--- src/rtl/q_action_ram.sv ---
`default_nettype none
// ============================================================================
// Module   : q_action_ram
// Purpose  : Single-clock table of signed action values with three access
//            paths: a registered read, a plain write, and a two-stage
//            saturating accumulate-update (read-modify-write). After reset the
//            table is swept to INIT_VAL, one entry per cycle, while busy is
//            high; every request is ignored during the sweep.
// Ports    : clk        - clock, all state on the rising edge
//            rst        - asynchronous active-high reset
//            en         - read enable
//            rd_addr    - read address
//            data_out   - registered read data (0 when no read)
//            rd_valid   - data_out holds a valid read
//            write_en   - plain write strobe
//            wr_addr    - plain write address
//            data_in    - plain write data
//            upd_en     - accumulate-update strobe
//            upd_addr   - update address
//            upd_delta  - signed increment
//            busy       - init sweep in progress
//            upd_sat    - one-cycle pulse: the committed update was clamped
// Revision : 1.0 - initial release
// ============================================================================
module q_action_ram #(
    parameter int                DATA_W   = 16,
    parameter int                ADDR_W   = 6,
    parameter logic [DATA_W-1:0] INIT_VAL = '0
) (
    input  logic              clk,
    input  logic              rst,
    input  logic              en,
    input  logic [ADDR_W-1:0] rd_addr,
    output logic [DATA_W-1:0] data_out,
    output logic              rd_valid,
    input  logic              write_en,
    input  logic [ADDR_W-1:0] wr_addr,
    input  logic [DATA_W-1:0] data_in,
    input  logic              upd_en,
    input  logic [ADDR_W-1:0] upd_addr,
    input  logic [DATA_W-1:0] upd_delta,
    output logic              busy,
    output logic              upd_sat
);

    localparam int                c_DEPTH     = 1 << ADDR_W;
    localparam logic [0:0]        c_ST_INIT   = 1'b0;
    localparam logic [0:0]        c_ST_RUN    = 1'b1;
    localparam logic [ADDR_W-1:0] c_LAST_ADDR = '1;
    localparam logic [DATA_W-1:0] c_MAX       = {1'b0, {(DATA_W-1){1'b1}}};
    localparam logic [DATA_W-1:0] c_MIN       = {1'b1, {(DATA_W-1){1'b0}}};

    logic [0:0]        r_state;
    logic [0:0]        w_state_nxt;
    logic [ADDR_W-1:0] r_cnt;
    logic              w_busy;

    logic [DATA_W-1:0] r_mem [c_DEPTH];

    // Update pipeline register (stage 1 -> stage 2)
    logic              r_s1_valid;
    logic [ADDR_W-1:0] r_s1_addr;
    logic [DATA_W-1:0] r_s1_delta;
    logic [DATA_W-1:0] r_s1_oper;

    logic [DATA_W:0]   w_sum;
    logic              w_ovf;
    logic [DATA_W-1:0] w_res;
    logic              w_rd;
    logic              w_wr;
    logic              w_upd;
    logic              w_commit;
    logic [DATA_W-1:0] w_oper;

    // ------------------------------------------------------------------------
    // FSM: state register (sweep counter lives alongside it)
    // ------------------------------------------------------------------------
    always_ff @(posedge clk or posedge rst) begin
        if (rst) begin
            r_state <= c_ST_INIT;
            r_cnt   <= '0;
        end else begin
            r_state <= w_state_nxt;
            if (w_busy) begin
                r_cnt <= r_cnt + 1'b1;
            end
        end
    end

    // FSM: next state -- leave INIT on the edge that writes the last entry
    always_comb begin
        w_state_nxt = r_state;
        case (r_state)
            c_ST_INIT: if (r_cnt == c_LAST_ADDR) w_state_nxt = c_ST_RUN;
            c_ST_RUN:  w_state_nxt = c_ST_RUN;
            default:   w_state_nxt = c_ST_INIT;
        endcase
    end

    // FSM: outputs
    always_comb begin
        w_busy = (r_state == c_ST_INIT);
    end

    assign busy = w_busy;

    // ------------------------------------------------------------------------
    // Request qualification: nothing is accepted during the sweep
    // ------------------------------------------------------------------------
    assign w_rd  = ~w_busy & en;
    assign w_wr  = ~w_busy & write_en;
    assign w_upd = ~w_busy & upd_en;

    // ------------------------------------------------------------------------
    // Stage 2: saturating add with one guard bit; overflow shows up as the
    // guard bit disagreeing with the result sign bit.
    // ------------------------------------------------------------------------
    assign w_sum = {r_s1_oper[DATA_W-1], r_s1_oper} + {r_s1_delta[DATA_W-1], r_s1_delta};
    assign w_ovf = w_sum[DATA_W] ^ w_sum[DATA_W-1];
    assign w_res = w_ovf ? (w_sum[DATA_W] ? c_MIN : c_MAX) : w_sum[DATA_W-1:0];

    // A plain write to the same address on the same edge overrides the commit
    assign w_commit = r_s1_valid & ~(w_wr & (wr_addr == r_s1_addr));

    // Stage-1 operand: take whatever the entry will hold after this edge, so
    // back-to-back updates and write-then-update chains see fresh data.
    always_comb begin
        w_oper = r_mem[upd_addr];
        if (w_wr && (wr_addr == upd_addr)) begin
            w_oper = data_in;
        end else if (r_s1_valid && (r_s1_addr == upd_addr)) begin
            w_oper = w_res;
        end
    end

    always_ff @(posedge clk or posedge rst) begin
        if (rst) begin
            r_s1_valid <= 1'b0;
            r_s1_addr  <= '0;
            r_s1_delta <= '0;
            r_s1_oper  <= '0;
        end else begin
            r_s1_valid <= w_upd;
            if (w_upd) begin
                r_s1_addr  <= upd_addr;
                r_s1_delta <= upd_delta;
                r_s1_oper  <= w_oper;
            end
        end
    end

    // ------------------------------------------------------------------------
    // Registered outputs; reads return pre-edge contents (no forwarding)
    // ------------------------------------------------------------------------
    always_ff @(posedge clk or posedge rst) begin
        if (rst) begin
            data_out <= '0;
            rd_valid <= 1'b0;
            upd_sat  <= 1'b0;
        end else begin
            data_out <= w_rd ? r_mem[rd_addr] : '0;
            rd_valid <= w_rd;
            upd_sat  <= r_s1_valid & w_ovf;
        end
    end

    // ------------------------------------------------------------------------
    // Storage: sweep write during INIT, otherwise commit then plain write
    // (the later assignment gives the plain write precedence)
    // ------------------------------------------------------------------------
    always_ff @(posedge clk) begin
        if (w_busy) begin
            r_mem[r_cnt] <= INIT_VAL;
        end else begin
            if (w_commit) begin
                r_mem[r_s1_addr] <= w_res;
            end
            if (w_wr) begin
                r_mem[wr_addr] <= data_in;
            end
        end
    end

endmodule
`default_nettype wire

--- config.mk ---
export PLATFORM = sky130hd
export DESIGN_NAME = q_action_ram
export DESIGN_NICKNAME = d
export VERILOG_FILES = /design/src/rtl/q_action_ram.sv
export SDC_FILE = /design/constraint.sdc
export NUM_CORES = 2
export LEC_CHECK = 0
export CAP_MARGIN = 25
export CORE_ASPECT_RATIO = 1.4
export CORE_MARGIN = 2
export CORE_UTILIZATION = 40
export DETAILED_ROUTE_END_ITERATION = 10
export GPL_ROUTABILITY_DRIVEN = 0
export MAX_ROUTING_LAYER = met4
export PLACE_DENSITY = 0.59
export SLEW_MARGIN = 20
export SYNTH_ARGS = -nofsm -noshare
export SYNTH_HDL_FRONTEND = slang
export SYNTH_SLANG_ARGS = --single-unit
export TNS_END_PERCENT = 100
--- constraint.sdc ---
create_clock -name clk -period 3.2 [get_ports clk]
set_input_delay 0.32 -clock clk [delete_from_list [all_inputs] [get_ports clk]]
set_output_delay 0.32 -clock clk [all_outputs]
set_load 0.02 [all_outputs]
==> results.cfg <==
[floorplanning]
chipWidth_um = 342.4
io_pins = 74
start_util_pct = 40.31
fp.dieArea_sq_mm = 0.1636
placementRows = 173
core_area_sq_mm = 0.1591
die_h_um = 477.8

[global_routing]
largest_net_degree_at_the_start_of_global_routing = 109
initial_antenna_violation_count = 11
grt_util_all_layers_pct = 30.42
grt_pass1_vias = 44830
global_route_wire_length_before_repair_mm = 341.1
grt_overflow = 0

[worst_setup_path]
worst-endpoint-arrival_ps = 3730
crit_end = r_mem[19][14]
r2r_cells = 14
timing.critical_path.to_type = flop
critPathMostFrequentCell = sky130_fd_sc_hd__buf_6
launch_instance_of_the_worst_register_to_register_path = r_s1_oper[4]
slowest_stage = sky130_fd_sc_hd__dfrtp_1
rrSetupSlack_ps = -30
path_delay_family = compound AO/OA/AOI/OAI gates
required_ps = 3700
critical_path.n_buffers_inverters = 5
setup.worst_path.class = reg -> reg
worstReg2RegEnd = r_mem[19][14]
timing.critical_path.slowest_cell_delay_ps = 450
logic_depth_of_the_worst_path_buffers_included = 14
start_kind = flop
worst_setup_path_startpoint = r_s1_oper[4]
crit_path_cell_trace = ha_1 -> o21ai_1 -> a21oi_4 -> o311a_4 -> o21ai_4 -> a211oi_4 -> buf_6 -> buf_6 -> a21oi_4 -> buf_6 -> o21ai_4 -> buf_12 -> clkbuf_16 -> a22o_1
crit_path_max_fanout = 9

[logic_synthesis]
ys_async_sr_fraction_pct = 5.882
post_synthesis_instance_total = 4617
synth_edf_count = 1024
synth.net_count = 4690
synthAdderAreaFrac_pct = 0.3628
ys.flop_type = sky130_fd_sc_hd__edfxtp_1
yosys_warnings = 0
synth-xor-area-share_pct = 0.4779
dominant_combinational_cell_family_by_area_after_synthesis = multiplexers
yosys.area_share.simple_pct = 5.928
synth_cell_type_count = 71
yosys_register_bits = 1088
synth_sequential_area_ratio_pct = 50.44
mappedNetlistArea_sq_mm = 0.06414
synthesis.area_per_instance_sq_um = 13.89
synth.mux.area_fraction_pct = 29.58
complex_gate_fraction_of_the_synthesized_area_pct = 8.987

[final_layout]
nFillCells = 13690
synthToLayoutAreaGrowth_pct = 18.69
final_core_util_pct = 47.85
final_layout_size_suffix_gt1_share_pct = 41.35
finish.instance_area_sq_mm = 0.07613
nets = 4848

[routing]
drc = 0
total_via_count_after_detailed_routing = 46020
routed_wl_mm = 247.9
route.antenna.remaining_nets = 0
drt_iter0_drc = 6165
vias_per_cell = 6.593
routedWlPerCell_um = 35.51
detail_route.first_pass.iterations = 7

[sta]
finalMaxSlewViolations = 0
final.setup.tns_ps = -228.7
skew_ps = 34.36
final.setup.worst_slack_ps = -27.62
grt_setup_unrepaired = true
post-route-min-period_ps = 3228
final-hold-violation-count = 0
fmax_ghz = 0.3098
timing_worst_slew_pin_value_ps = 978.4
slew-limit-headroom_pct = 34.77
period_share_pct = 100.9
setup_viol = 25

[placed_design]
io_buffer_count = 73
detailed_place_hpwl_mm = 170.4
post-place-ws_ps = -144.4
placedInstanceArea_sq_mm = 0.07177

[run_status]
violations = negative setup slack
run_status = finished with violations

[power]
static-leakage-power_nw = 22.49
worst_ir_drop_vdd_mv = 0.4216
power_w = 0.03025
power_density_mw_per_mm2 = 397.3

[cts]
tritoncts_num_sinks = 1088
root_buffer = sky130_fd_sc_hd__clkbuf_16
cts.path.max_buffers = 3
cts-buffers-inserted = 110
clock_pin_slew_reported_for_the_worst_setup_and_hold_paths_after_clock_tree_synthesis_ps = 70
cts_max_level = 3
tritoncts = built
clkLatencyLatePin_ps = 770

[job]
max_cap_violations = 0

[hold_path]
min_path_type = in -> async
[worst register-to-register path, delay by kind of cell (launching register included)]
family | cells | cell delay, ps
compound gates | 8 | 1350
fa+ha+maj | 1 | 370
buf+inv | 5 | 810
flops | 1 | 450
[power breakdown]
group	internal, W	leakage, nW	switching, W
logic	0.000730	12.8	0.00129
registers	0.0153	8.06	0
clock network	0.00698	1.68	0.00592
[final cells by class]
class / instances / area (sq um) / area share [%]
Antenna cell: 14 / 35.03 / 0.04602
Clock inverter: 46 / 371.6 / 0.4881
Tap cell: 2100 / 2628 / 3.451
Timing Repair Buffer: 620 / 7541 / 9.905
Multi-Input combinational cell: 2940 / 30050 / 39.47
Sequential cell: 1088 / 32350 / 42.50
Clock buffer: 157 / 3095 / 4.066
Inverter: 15 / 57.56 / 0.07560
[through the flow]
stage / hold slack, ps / std cells
global route: 58.10 / 6972
floorplan: 425.4 / 4617
detailed placement: 479.5 / 6732
CTS: 24.98 / 6945
global placement: 472.8 / 6732
finish: 24.17 / 6980
[logic make-up after synthesis]
| family | count (synthesis) |
|---|---|
| DFF | 1088 |
| buffers and inverters | 590 |
| AOI/OAI and AO/OA | 878 |
| adders and majority gates | 18 |
| muxes | 1095 |
| and+or+nand+nor | 913 |
| xor gates and xnor gates | 35 |
[how the worst min path moves through the flow]
stage                              start              to  slack (ps)
after floorplan             upd_delta[0]   r_s1_delta[0]         430
after global placement     r_s1_delta[2]   r_s1_delta[2]         470
after detailed placement  r_s1_delta[15]  r_s1_delta[15]         480
after CTS                            rst  r_s1_delta[12]          20
after global routing                 rst  r_s1_delta[13]          60
final                                rst  r_s1_delta[13]          20
[what timing repair did]
item / in CTS / in global routing
buffers inserted: 7 / 6
pin swaps: 9 / 19
cloned: 2 / 15
hold buffers: 1 / 0
resized for setup: 24 / 49
endpoints found under the hold margin: 1 / 0
endpoints found under the setup margin: 199 / 947
[metal layers]
metal,global-route usage [%],vias to the layer above,share of wire [%]
met4,20.64,0,8.7
met5,-,-,0
met1,35.28,23770,34
met3,6.184,728,9.6
met2,47.60,2899,47
li1,-,18630,-
[layout by cell type (no fill, tap or decap), types with 17 or more instances in the layout]
cell	Yosys	routed
sky130_fd_sc_hd__nor2_2	0	64
sky130_fd_sc_hd__xnor2_1	29	26
sky130_fd_sc_hd__o31ai_1	32	32
sky130_fd_sc_hd__edfxtp_1	1024	1024
sky130_fd_sc_hd__and2_1	27	26
sky130_fd_sc_hd__o31ai_2	33	33
sky130_fd_sc_hd__a22o_1	152	152
sky130_fd_sc_hd__buf_4	5	325
sky130_fd_sc_hd__clkbuf_16	0	124
sky130_fd_sc_hd__buf_12	0	199
sky130_fd_sc_hd__clkinv_1	3	19
sky130_fd_sc_hd__mux2i_1	46	46
sky130_fd_sc_hd__nand2_1	602	600
sky130_fd_sc_hd__o21ai_0	376	371
sky130_fd_sc_hd__buf_2	96	17
sky130_fd_sc_hd__o21ai_1	64	53
sky130_fd_sc_hd__mux2_2	454	454
sky130_fd_sc_hd__o22ai_2	0	64
sky130_fd_sc_hd__nor2_1	155	89
sky130_fd_sc_hd__dfrtp_1	64	62
sky130_fd_sc_hd__clkbuf_1	384	36
sky130_fd_sc_hd__mux4_2	595	595
sky130_fd_sc_hd__a21oi_1	34	29
sky130_fd_sc_hd__clkdlybuf4s50_1	0	48
sky130_fd_sc_hd__nand3_1	39	38
sky130_fd_sc_hd__a221oi_1	28	28
[sequential cells by signal, summed over array words and instances, names as in the netlist]
register and count:
data_out 16, r_state 1, r_s1_delta 16, r_s1_addr 6
r_s1_valid 1, rd_valid 1, upd_sat 1, r_mem 1024
r_cnt 6, r_s1_oper 16
[Yosys cell counts, types with 4 or more instances]
| library cell | count | area, sq um |
|---|---|---|
| sky130_fd_sc_hd__nor2b_1 | 9 | 56.30 |
| sky130_fd_sc_hd__nor4_1 | 4 | 25.02 |
| sky130_fd_sc_hd__nand2_1 | 602 | 2260 |
| sky130_fd_sc_hd__ha_1 | 17 | 212.7 |
| sky130_fd_sc_hd__nand4_1 | 14 | 87.58 |
| sky130_fd_sc_hd__a31oi_1 | 10 | 62.56 |
| sky130_fd_sc_hd__nand3b_1 | 7 | 52.55 |
| sky130_fd_sc_hd__nor2_1 | 155 | 581.8 |
| sky130_fd_sc_hd__inv_1 | 12 | 45.04 |
| sky130_fd_sc_hd__buf_1 | 36 | 135.1 |
| sky130_fd_sc_hd__buf_2 | 96 | 480.5 |
| sky130_fd_sc_hd__xnor2_1 | 29 | 254.0 |
| sky130_fd_sc_hd__mux4_2 | 595 | 13400 |
| sky130_fd_sc_hd__a22o_1 | 152 | 1331 |
| sky130_fd_sc_hd__mux2_2 | 454 | 5112 |
| sky130_fd_sc_hd__dfrtp_1 | 64 | 1602 |
| sky130_fd_sc_hd__a211oi_1 | 16 | 120.1 |
| sky130_fd_sc_hd__o211ai_1 | 7 | 52.55 |
| sky130_fd_sc_hd__buf_6 | 46 | 518.0 |
| sky130_fd_sc_hd__nand3_1 | 39 | 195.2 |
| sky130_fd_sc_hd__and3_1 | 5 | 31.28 |
| sky130_fd_sc_hd__a21o_1 | 5 | 37.54 |
| sky130_fd_sc_hd__and2_1 | 27 | 168.9 |
| sky130_fd_sc_hd__buf_4 | 5 | 37.54 |
| sky130_fd_sc_hd__a221oi_1 | 28 | 245.2 |
| sky130_fd_sc_hd__nor3_1 | 17 | 85.08 |
| sky130_fd_sc_hd__edfxtp_1 | 1024 | 30750 |
| sky130_fd_sc_hd__o31ai_1 | 32 | 240.2 |
| sky130_fd_sc_hd__o21ai_0 | 376 | 1882 |
| sky130_fd_sc_hd__a21oi_1 | 34 | 170.2 |
| sky130_fd_sc_hd__o21a_1 | 4 | 30.03 |
| sky130_fd_sc_hd__o31ai_2 | 33 | 412.9 |
| sky130_fd_sc_hd__mux2i_1 | 46 | 460.4 |
| sky130_fd_sc_hd__o211a_1 | 6 | 60.06 |
| sky130_fd_sc_hd__clkbuf_1 | 384 | 1441 |
| sky130_fd_sc_hd__a22oi_1 | 9 | 67.56 |
| sky130_fd_sc_hd__or3_1 | 12 | 75.07 |
| sky130_fd_sc_hd__clkbuf_2 | 8 | 40.04 |
| sky130_fd_sc_hd__o22ai_1 | 78 | 488.0 |
| sky130_fd_sc_hd__nand2b_1 | 9 | 56.30 |
| sky130_fd_sc_hd__o21ai_1 | 64 | 320.3 |
| sky130_fd_sc_hd__xor2_1 | 6 | 52.55 |
Power figures use the tool's default switching activity.
